<file path="config.mk">
export PLATFORM = sky130hd
export DESIGN_NAME = pipe_hazard_ctrl
export DESIGN_NICKNAME = d
export VERILOG_FILES = /design/src/rtl/pipe_ctrl_pkg.sv /design/src/rtl/hazard_scoreboard.sv /design/src/rtl/pipe_hazard_ctrl.sv
export SDC_FILE = /design/constraint.sdc
export NUM_CORES = 1
export LEC_CHECK = 0
export CAP_MARGIN = 20
export CORE_MARGIN = 3
export CORE_UTILIZATION = 40
export CTS_BUF_LIST = sky130_fd_sc_hd__clkbuf_8 sky130_fd_sc_hd__clkbuf_16
export DETAILED_ROUTE_END_ITERATION = 6
export PLACE_DENSITY = 0.69
export SLEW_MARGIN = 20
export SYNTH_ARGS = -nofsm -noshare
export SYNTH_HDL_FRONTEND = slang
export SYNTH_HIERARCHICAL = 1
export SYNTH_SLANG_ARGS = --single-unit
</file>
<file path="constraint.sdc">
create_clock -name clk -period 5.47 [get_ports clk]
set_clock_uncertainty 0.05 [all_clocks]
set_input_delay 1.094 -clock clk [delete_from_list [all_inputs] [get_ports clk]]
set_output_delay 1.094 -clock clk [all_outputs]
set_load 0.1 [all_outputs]
</file>
<file path="src/rtl/pipe_ctrl_pkg.sv">
// Shared types and constants for the pipeline stall/flush controller.
package pipe_ctrl_pkg;

  localparam logic [4:0] REG_ZERO  = 5'd0;
  localparam logic [4:0] REG_RA    = 5'd31;
  localparam int         MDU_CNT_W = 4;

  // One in-flight GPR destination tracked by the scoreboard.
  typedef struct packed {
    logic       valid;
    logic [4:0] addr;
  } sb_entry_t;

  // True when a valid in-flight destination matches a source register.
  function automatic logic sb_hit(input sb_entry_t e, input logic [4:0] r);
    return e.valid && (e.addr == r);
  endfunction

endpackage

</file>
<file path="src/rtl/hazard_scoreboard.sv">
// Three-entry EX/MEM/WB destination scoreboard with RAW match logic for rs/rt.
module hazard_scoreboard
  import pipe_ctrl_pkg::*;
(
  input  logic       clk,
  input  logic       rst,
  input  logic       ex_hold_i,
  input  sb_entry_t  new_entry_i,
  input  logic [4:0] rs_i,
  input  logic [4:0] rt_i,
  input  logic       use_rs_i,
  input  logic       use_rt_i,
  output logic       raw_rs_o,
  output logic       raw_rt_o
);

  sb_entry_t sb_ex_q, sb_mem_q, sb_wb_q;
  sb_entry_t sb_ex_d, sb_mem_d, sb_wb_d;

  // Shift destinations down the pipe; on an EX hold the held instruction stays and MEM gets a bubble.
  always_comb begin
    sb_wb_d  = sb_mem_q;
    sb_mem_d = sb_ex_q;
    sb_ex_d  = new_entry_i;
    if (ex_hold_i) begin
      sb_mem_d = '0;
      sb_ex_d  = sb_ex_q;
    end
  end

  // Scoreboard state register.
  always_ff @(posedge clk or posedge rst) begin
    if (rst) begin
      sb_ex_q  <= '0;
      sb_mem_q <= '0;
      sb_wb_q  <= '0;
    end else begin
      sb_ex_q  <= sb_ex_d;
      sb_mem_q <= sb_mem_d;
      sb_wb_q  <= sb_wb_d;
    end
  end

  // WB is still a hazard because the register file writes at the edge that ends WB; $0 never is.
  always_comb begin
    raw_rs_o = use_rs_i && (rs_i != REG_ZERO) &&
               (sb_hit(sb_ex_q, rs_i) || sb_hit(sb_mem_q, rs_i) || sb_hit(sb_wb_q, rs_i));
    raw_rt_o = use_rt_i && (rt_i != REG_ZERO) &&
               (sb_hit(sb_ex_q, rt_i) || sb_hit(sb_mem_q, rt_i) || sb_hit(sb_wb_q, rt_i));
  end

endmodule

</file>
<file path="src/rtl/pipe_hazard_ctrl.sv">
// Central stall/flush controller: RAW stalls, MDU EX hold, branch redirect and stall counter.
module pipe_hazard_ctrl
  import pipe_ctrl_pkg::*;
#(
  parameter int MDU_CYCLES = 4,
  parameter int CNT_W      = 32
) (
  input  logic             clk,
  input  logic             rst,
  input  logic             id_valid,
  input  logic [4:0]       id_rs,
  input  logic [4:0]       id_rt,
  input  logic             id_use_rs,
  input  logic             id_use_rt,
  input  logic             id_wen,
  input  logic [4:0]       id_waddr,
  input  logic             id_is_mdu,
  input  logic             id_branch_taken,
  output logic             pc_stall,
  output logic             if_id_flush,
  output logic             if_pc_sel,
  output logic             id_ex_bubble,
  output logic             ex_hold,
  output logic             mdu_busy,
  output logic [CNT_W-1:0] stall_cycles
);

  logic                 raw_rs, raw_rt, raw, issue;
  sb_entry_t            new_entry;
  logic [MDU_CNT_W-1:0] mdu_cnt_q, mdu_cnt_d;
  logic [CNT_W-1:0]     stall_cnt_q, stall_cnt_d;

  hazard_scoreboard u_sb (
    .clk         (clk),
    .rst         (rst),
    .ex_hold_i   (ex_hold),
    .new_entry_i (new_entry),
    .rs_i        (id_rs),
    .rt_i        (id_rt),
    .use_rs_i    (id_use_rs),
    .use_rt_i    (id_use_rt),
    .raw_rs_o    (raw_rs),
    .raw_rt_o    (raw_rt)
  );

  // Stall/flush decisions: MDU hold outranks RAW, which outranks a branch redirect.
  always_comb begin
    raw             = id_valid && (raw_rs || raw_rt);
    mdu_busy        = (mdu_cnt_q != '0);
    ex_hold         = mdu_busy;
    pc_stall        = raw || mdu_busy;
    id_ex_bubble    = raw && !mdu_busy;
    issue           = id_valid && !pc_stall;
    if_pc_sel       = issue && id_branch_taken;
    if_id_flush     = if_pc_sel;
    new_entry.valid = issue && id_wen && (id_waddr != REG_ZERO);
    new_entry.addr  = id_waddr;
  end

  // MDU occupancy count and stall counter next state.
  always_comb begin
    mdu_cnt_d = mdu_cnt_q;
    if (issue && id_is_mdu && !ex_hold) begin
      mdu_cnt_d = MDU_CNT_W'(MDU_CYCLES - 1);
    end else if (mdu_cnt_q != '0) begin
      mdu_cnt_d = mdu_cnt_q - 1'b1;
    end
    stall_cnt_d = stall_cnt_q + {{(CNT_W-1){1'b0}}, pc_stall};
  end

  // Counter registers.
  always_ff @(posedge clk or posedge rst) begin
    if (rst) begin
      mdu_cnt_q   <= '0;
      stall_cnt_q <= '0;
    end else begin
      mdu_cnt_q   <= mdu_cnt_d;
      stall_cnt_q <= stall_cnt_d;
    end
  end

  assign stall_cycles = stall_cnt_q;

endmodule

</file>
==> results by group, run 1 <==
Run status
  • Run status: finished clean

Synthesis
  • Combinational family with the most area after synthesis: simple AND/OR/NAND/NOR gates
  • Post-synthesis instance area: 2720 um^2
  • Multiplexer fraction of the synthesized cell area: 2.852%
  • Post-Synth Adder-Cell Area: 2.300%
  • Area fraction in and, or, nand and nor cells after synthesis: 20.61%
  • Synthesized net count: 271
  • Sequential cell area fraction in the yosys report: 49.68%
  • Post-Synthesis Cells: 243
  • Share of synthesized flip-flops with an asynchronous set or reset: 100.0%
  • Syn Area/Cell: 11.19 um^2
  • Count of flip-flops with a built-in enable after synthesis: 0
  • Top_reg_cell synth: dfrtp_1
  • Synth unique cells: 33
  • Post-synthesis share of cell area spent on xor and xnor gates: 19.96%
  • Yosys warning total: 6
  • Flip-flop and latch count after synthesis: 54
  • Compound-cell area share of the yosys netlist: 1.840%

Routing
  • Number of detailed-route iterations in the first pass: 4
  • Average routed wire per standard cell: 14.80 um
  • Total via count in the routed design: 1933
  • Post-route DRC: 0
  • Post-DRT Antenna Nets: 0
  • DRC violation total after the first TritonRoute iteration: 98
  • Routed WL: 5.667 mm
  • Post-detailed-route via-to-cell ratio: 5.047

STA
  • Final Max Tran Viols: 0
  • Total count of hold-check failures in the final report: 0
  • Worst hold slack across all endpoints: 409.1 ps
  • Period utilisation layout: 81.33%
  • Slew at the pin with the worst max-slew slack: 988.3 ps
  • Unrepaired setup endpoints after global routing: no
  • Post-route minimum period: 4449 ps
  • Final TNS setup: 0 ps
  • Final WS setup: 1021 ps
  • Number of setup violations in the final report: 0
  • Relative slew slack: 33.91%
  • Achievable clock frequency: 224.8 MHz

CTS
  • CTS H-tree depth: 2
  • Number of resized instances in the post-cts repair step: 0
  • CTS tree: yes
  • CTS Root Cell: clkbuf_8
  • TritonCTS Buffers: 5
  • Register clock-pin slew on the reported worst setup and hold paths: 100 ps
  • Number of buffers inserted to repair setup after CTS: 0
  • Clock latency on the worst-skew pair: 310 ps
  • Clock sink total: 54
  • Number of hold buffers added after cts: 0
  • Max Buffers Root-to-Sink: 2

Job
  • Count of maximum capacitance violations: 0

Setup path
  • Worst-path fanout max: 4
  • Largest stage delay on the critical path: 520 ps
  • Worst R2R Path Depth: 12
  • Cells along the critical path: clkdlybuf4s50_1 > xor2_1 > nor4_1 > nand3_1 > a31oi_1 > nor2_1 > and3_1 > and2_1 > buf_4
  • Reg-to-reg endpoint: stall_cycles[16]
  • Kind of cell with the highest combined delay on the critical path: simple AND/OR/NAND/NOR gates
  • Critical path buffer and inverter count: 2
  • Reg-to-reg setup timing slack: 2330 ps
  • Endpoint required time on the critical path: 4330 ps
  • Critical-path cell with the highest stage delay: clkdlybuf4s50_1
  • Category of the most critical setup path: in2out
  • Worst Setup End Kind: primary output
  • Reg2reg start: u_sb/sb_ex_q[1]
  • Data arrival time of the critical path: 3300 ps
  • Startpoint type of the worst setup path: primary input

Final layout
  • Post-route non-filler standard cell count: 383
  • Finished Cell Area: 3490 um^2
  • Area overhead of the layout relative to synthesis: 28.29%
  • Share of the core filled with cells: 54.03%
  • Share of post-route cells with drive strength above 1: 9.477%
  • Final Net Count: 333
  • Antenna diodes: 0

Global route
  • Global-route usage over all layers: 15.44%
  • Vias in the first global route: 1922
  • Wire length of the first global-routing pass: 9.294 mm
  • Total congestion overflow: 0
  • Antenna violations before repair: 0
  • Pin count of the biggest net entering global routing: 37

Floorplanning
  • Floorplan Core Area: 6459 um^2
  • Horizontal die dimension: 88.47 um
  • Die area: 7826 um^2
  • Starting density of the core: 42.12%
  • Die Span Y: 88.47 um
  • Io pins: 61
  • Site row count: 29

Placement
  • Pre-CTS setup slack: 1081 ps
  • Placed cells: 375
  • Weighted congestion reported at the end of routability-driven placement: 0.8592
  • Detailed-placement wirelength estimate: 4.276 mm
  • Placed cell area: 3373 um^2
  • Count of input and output buffers: 60

Min path
  • Launch instance of the worst min-delay path: u_sb/sb_mem_q[4]
  • Hold Path Sink: u_sb/sb_wb_q[4]
  • Worst hold path class: reg2reg
  • Hold path cells: 0

Power
  • PwrDens: 428.6 nW/um^2
  • Clock Power Share: 18.2%
  • Switching power as a share of total power: 44.78%
  • Peak VDD IR: 0.3207 mV
  • Total power draw: 1.496 mW
  • Sequential share of power: 39.0%
  • Combinational share of power: 42.8%
  • LEAKAGE: 1.590 nW
  • Internal portion of total power: 825.9 uW
  • Net switching power of the design: 669.8 uW
how the worst max path moves through the flow:
stage	from	to	slack (ps)	cells after the start
floorplan	id_rt[1]	if_pc_sel	1050	7
global placement	id_rt[4]	if_pc_sel	1120	9
detailed placement	id_rt[4]	if_pc_sel	1080	9
CTS	id_rt[4]	if_pc_sel	1070	9
global route	id_rt[4]	if_pc_sel	870	9
finish	id_rt[4]	if_pc_sel	1020	9
power by group through the flow:
| stage | Combinational (mW) | Sequential (mW) | Clock, mW |
|---|---|---|---|
| global route | 0.687 | 0.596 | 0.293 |
| finish | 0.641 | 0.583 | 0.272 |
| global placement | 0.635 | 0.591 | 0 |
| CTS | 0.647 | 0.583 | 0.279 |
| floorplan | 0.310 | 0.760 | 0 |
| detailed placement | 0.645 | 0.590 | 0 |
per-layer routing:
metal,GRT usage (%),wire length (um),up-vias
met1,21.60,2739,926
met4,5.220,82,0
met2,23.79,2653,41
met5,0,0,-
met3,3.445,192,8
li1,-,-,958
sequential cells by signal, indices dropped and copies added, names as in the netlist:
name and count:
u_sb/sb_mem_q 6, stall_cycles 32, u_sb/sb_wb_q 6, u_sb/sb_ex_q 6, mdu_cnt_q 4
cell usage after synthesis (5+ instances only):
cell	instances	area, um^2
dfrtp_1	54	1351
xor2_1	45	394.1
xnor2_1	17	148.9
nand2_1	16	60.06
nand3_1	14	70.07
inv_1	9	33.78
nor2_1	9	33.78
nor3_1	9	45.04
nor4_1	8	50.05
nor4_2	7	87.58
mux2_2	6	67.56
nand4_1	6	37.54
nor2b_1	6	37.54
and3_1	5	31.28
ha_1	5	62.56
kinds of logic (layout without fill, tap and decap cells):
| kind of cell | count (synthesis) | count (layout) |
|---|---|---|
| buffers and inverters | 15 | 78 |
| xor gates and xnor gates | 62 | 62 |
| muxes | 7 | 7 |
| adders and majority gates | 5 | 5 |
| DFF | 54 | 54 |
| AOI/OAI and AO/OA | 8 | 8 |
| and+or+nand+nor | 92 | 92 |
area by class of cell:
type                    count  area, um^2
flip-flops and latches     54        1351
fillers                   564        2969
clock buffers               5       68.82
multi-input cells         174        1294
clock inverters             3       47.55
well taps                  77       96.34
inverters                   9       33.78
repair buffers             61       598.1
placed cells by master (no fill, tap or decap), types with 6 or more instances in the layout:
| cell | instances |
|---|---|
| nor3_1 | 9 |
| nand3_1 | 14 |
| nor4_1 | 8 |
| nor2_1 | 9 |
| nand4_1 | 6 |
| xor2_1 | 45 |
| mux2_2 | 6 |
| nor2b_1 | 6 |
| xnor2_1 | 17 |
| dfrtp_1 | 54 |
| nand2_1 | 16 |
| inv_1 | 9 |
| clkdlybuf4s50_1 | 56 |
| nor4_2 | 7 |
worst register-to-register path, stage by stage, from the launching register on:
cell and delay, ps:
dfrtp_1 450, xor2_1 190, nor4_1 330, nand3_1 150, a31oi_1 310, o21ai_0 190
nand2_1 160, ha_1 210, ha_1 210, and2_1 250, nand4_1 200, nor2_1 190
xor2_1 160
Note: power is estimated with default switching activity, not from simulation.
==> run 2: changes to the inputs <==
==> constraint.sdc (replaced) <==
create_clock -name clk -period 4.2 [get_ports clk]
set_clock_uncertainty 0.05 [all_clocks]
set_input_delay 0.84 -clock clk [delete_from_list [all_inputs] [get_ports clk]]
set_output_delay 0.84 -clock clk [all_outputs]
set_load 0.1 [all_outputs]
==> run 2 against run 1 <==
Effect of this change: non-clock buffer count unchanged; final area increased by 1.0%; hold slack got worse by 21 ps; sequential power increased by 32%; critical path type unchanged; wire length increased by 4.4%; utilization increased by 0.54 points; register-to-register slack got worse by 1200 ps.
==> results by group, run 2 (same netlist as run 1, synthesis figures left out) <==
STA
  • Slew at the pin with the worst max-slew slack: 987.1 ps (was 988.3 ps)
  • Relative slew slack: 33.99% (was 33.91%)
  • Unrepaired setup endpoints after global routing: no (unchanged)
  • Final Max Tran Viols: 0 (unchanged)
  • Final WS setup: 328.6 ps (was 1021 ps)
  • Period utilisation layout: 92.18%
  • Number of setup violations in the final report: 0 (unchanged)
  • Achievable clock frequency: 258.3 MHz
  • Final TNS setup: 0 ps (unchanged)
  • Post-route minimum period: 3871 ps
  • Total count of hold-check failures in the final report: 0 (unchanged)

Min path
  • Worst hold path class: reg2reg (unchanged)

CTS
  • CTS H-tree depth: 2 (unchanged)
  • CTS tree: yes (unchanged)
  • Clock latency on the worst-skew pair: 310 ps (about the same)
  • Number of buffers inserted to repair setup after CTS: 0 (unchanged)
  • Number of hold buffers added after cts: 0 (unchanged)
  • Max Buffers Root-to-Sink: 2 (unchanged)
  • Register clock-pin slew on the reported worst setup and hold paths: 90 ps (was 100 ps)
  • TritonCTS Buffers: 5 (unchanged)
  • Number of resized instances in the post-cts repair step: 0 (unchanged)
  • Clock sink total: 54 (unchanged)
  • CTS Root Cell: clkbuf_8 (unchanged)

Run status
  • Run status: finished clean (unchanged)

Global route
  • M1 GR Usage: 23.24% (was 21.60%)
  • GR Util met2: 24.61% (was 23.79%)
  • Most utilized layer in the global route result: met2 (unchanged)
  • Met3 GRT Util: 3.445% (unchanged)
  • Wire length of the first global-routing pass: 9.832 mm (was 9.294 mm)
  • Vias in the first global route: 2007 (was 1922)
  • Pin count of the biggest net entering global routing: 37 (unchanged)
  • Total congestion overflow: 0 (unchanged)
  • Global-route usage over all layers: 16.07% (was 15.44%)
  • Antenna violations before repair: 0 (unchanged)

Setup path
  • Largest stage delay on the critical path: 490 ps (was 520 ps)
  • Startpoint type of the worst setup path: primary input (unchanged)
  • Cells along the critical path: clkdlybuf4s50_1 > xor2_1 > nor4_1 > nand3_1 > a31oi_1 > nor2_1 > and3_1 > and2_1 > buf_12 (was clkdlybuf4s50_1 > xor2_1 > nor4_1 > nand3_1 > a31oi_1 > nor2_1 > and3_1 > and2_1 > buf_4)
  • Kind of cell with the highest combined delay on the critical path: simple AND/OR/NAND/NOR gates (unchanged)
  • Data arrival time of the critical path: 2980 ps (was 3300 ps)
  • Category of the most critical setup path: in2out (unchanged)
  • Worst Setup End Kind: primary output (unchanged)
  • Critical-path cell with the highest stage delay: clkdlybuf4s50_1 (unchanged)
  • Critical path buffer and inverter count: 2 (unchanged)
  • Worst-path fanout max: 4 (unchanged)
  • Endpoint required time on the critical path: 3310 ps (was 4330 ps)

Power
  • PwrDens: 556.3 nW/um^2 (was 428.6 nW/um^2)
  • LEAKAGE: 1.606 nW (was 1.590 nW)
  • Peak VDD IR: 0.6043 mV (was 0.3207 mV)

Floorplanning
  • Starting density of the core: 42.12% (unchanged)
  • Die area: 7826 um^2 (unchanged)
  • Die Span Y: 88.47 um (unchanged)
  • Site row count: 29 (unchanged)
  • Floorplan Core Area: 6459 um^2 (unchanged)
  • Horizontal die dimension: 88.47 um (unchanged)
  • Io pins: 61 (unchanged)

Placement
  • Placed cell area: 3418 um^2 (was 3373 um^2)
  • Weighted congestion reported at the end of routability-driven placement: 0.8597 (was 0.8592)
  • Pre-CTS setup slack: 289.1 ps (was 1081 ps)
  • Detailed-placement wirelength estimate: 4.445 mm (was 4.276 mm)
  • Count of input and output buffers: 60 (unchanged)

Final layout
  • Area overhead of the layout relative to synthesis: 29.58% (was 28.29%)
  • Number of flip-flops under the largest register name: 32 (unchanged)
  • Final Net Count: 333 (unchanged)
  • Share of the core filled with cells: 54.57% (was 54.03%)
  • Top library cells by usage in the layout, fill and taps aside: clkdlybuf4s50_1, dfrtp_1, xor2_1 (unchanged)
  • Share of post-route cells with drive strength above 1: 9.477% (unchanged)
  • Finished Cell Area: 3525 um^2 (was 3490 um^2)
  • Antenna diodes: 0 (unchanged)

Routing
  • Average routed wire per standard cell: 15.45 um (was 14.80 um)
  • Number of detailed-route iterations in the first pass: 4 (unchanged)
  • Routed WL: 5.918 mm (was 5.667 mm)
  • Total via count in the routed design: 1983 (was 1933)
  • Post-DRT Antenna Nets: 0 (unchanged)
  • Post-route DRC: 0 (unchanged)
  • Post-detailed-route via-to-cell ratio: 5.178 (was 5.047)
  • DRC violation total after the first TritonRoute iteration: 130 (was 98)

Job
  • Count of maximum capacitance violations: 0 (unchanged)
-- run 2: cell count changes in the layout (fill, tap and decap cells not counted) --
cell	change
buf_12	+4
buf_4	-2
clkdlybuf4s50_1	-2
inv_1	+2
clkinv_4	-1
inv_6	-1
-- run 2: through the flow --
stage / hold slack (ps) / power, mW / std cells
6_report: 387.7 / 1.961 / 383
5_1_grt: 409.2 / 2.057 / 383
4_1_cts: 392.9 / 1.973 / 383
3_5_place_dp: 366.9 / 1.633 / 375
3_3_place_gp: 376.8 / 1.614 / 375
2_1_floorplan: 323.1 / 1.394 / 243
-- run 2: report_power, final --
group	internal (mW)	switching, mW
sequential	0.629	0.141
combinational	0.277	0.575
clock	0.174	0.165
-- run 2: worst paths after layout --
kind,to,cells past startpoint,start,slack (ps)
setup / recovery,if_id_flush,9,id_rt[1],330
hold / removal,u_sb/sb_wb_q[5],0,u_sb/sb_mem_q[5],390
setup reg to reg,stall_cycles[16],12,u_sb/sb_ex_q[1],1160
hold reg to reg,u_sb/sb_wb_q[5],0,u_sb/sb_mem_q[5],390
max in group asynchronous,u_sb/sb_ex_q[4],2,rst,2750
min in group asynchronous,u_sb/sb_mem_q[4],2,rst,920
-- run 2: layout make-up --
class                   instances  area, um^2
inverters                       9       33.78
well taps                      77       96.34
flip-flops and latches         54        1351
fillers                       569        2934
multi-input cells             174        1294
repair buffers                 61       643.1
clock buffers                   5       68.82
clock inverters                 3       37.54
-- run 2: metal layers --
metal / up-vias / wire length [um]
met3: 4 / 293
met4: 0 / 57
met1: 976 / 2758
li1: 951 / -
met2: 52 / 2808
met5: - / 0
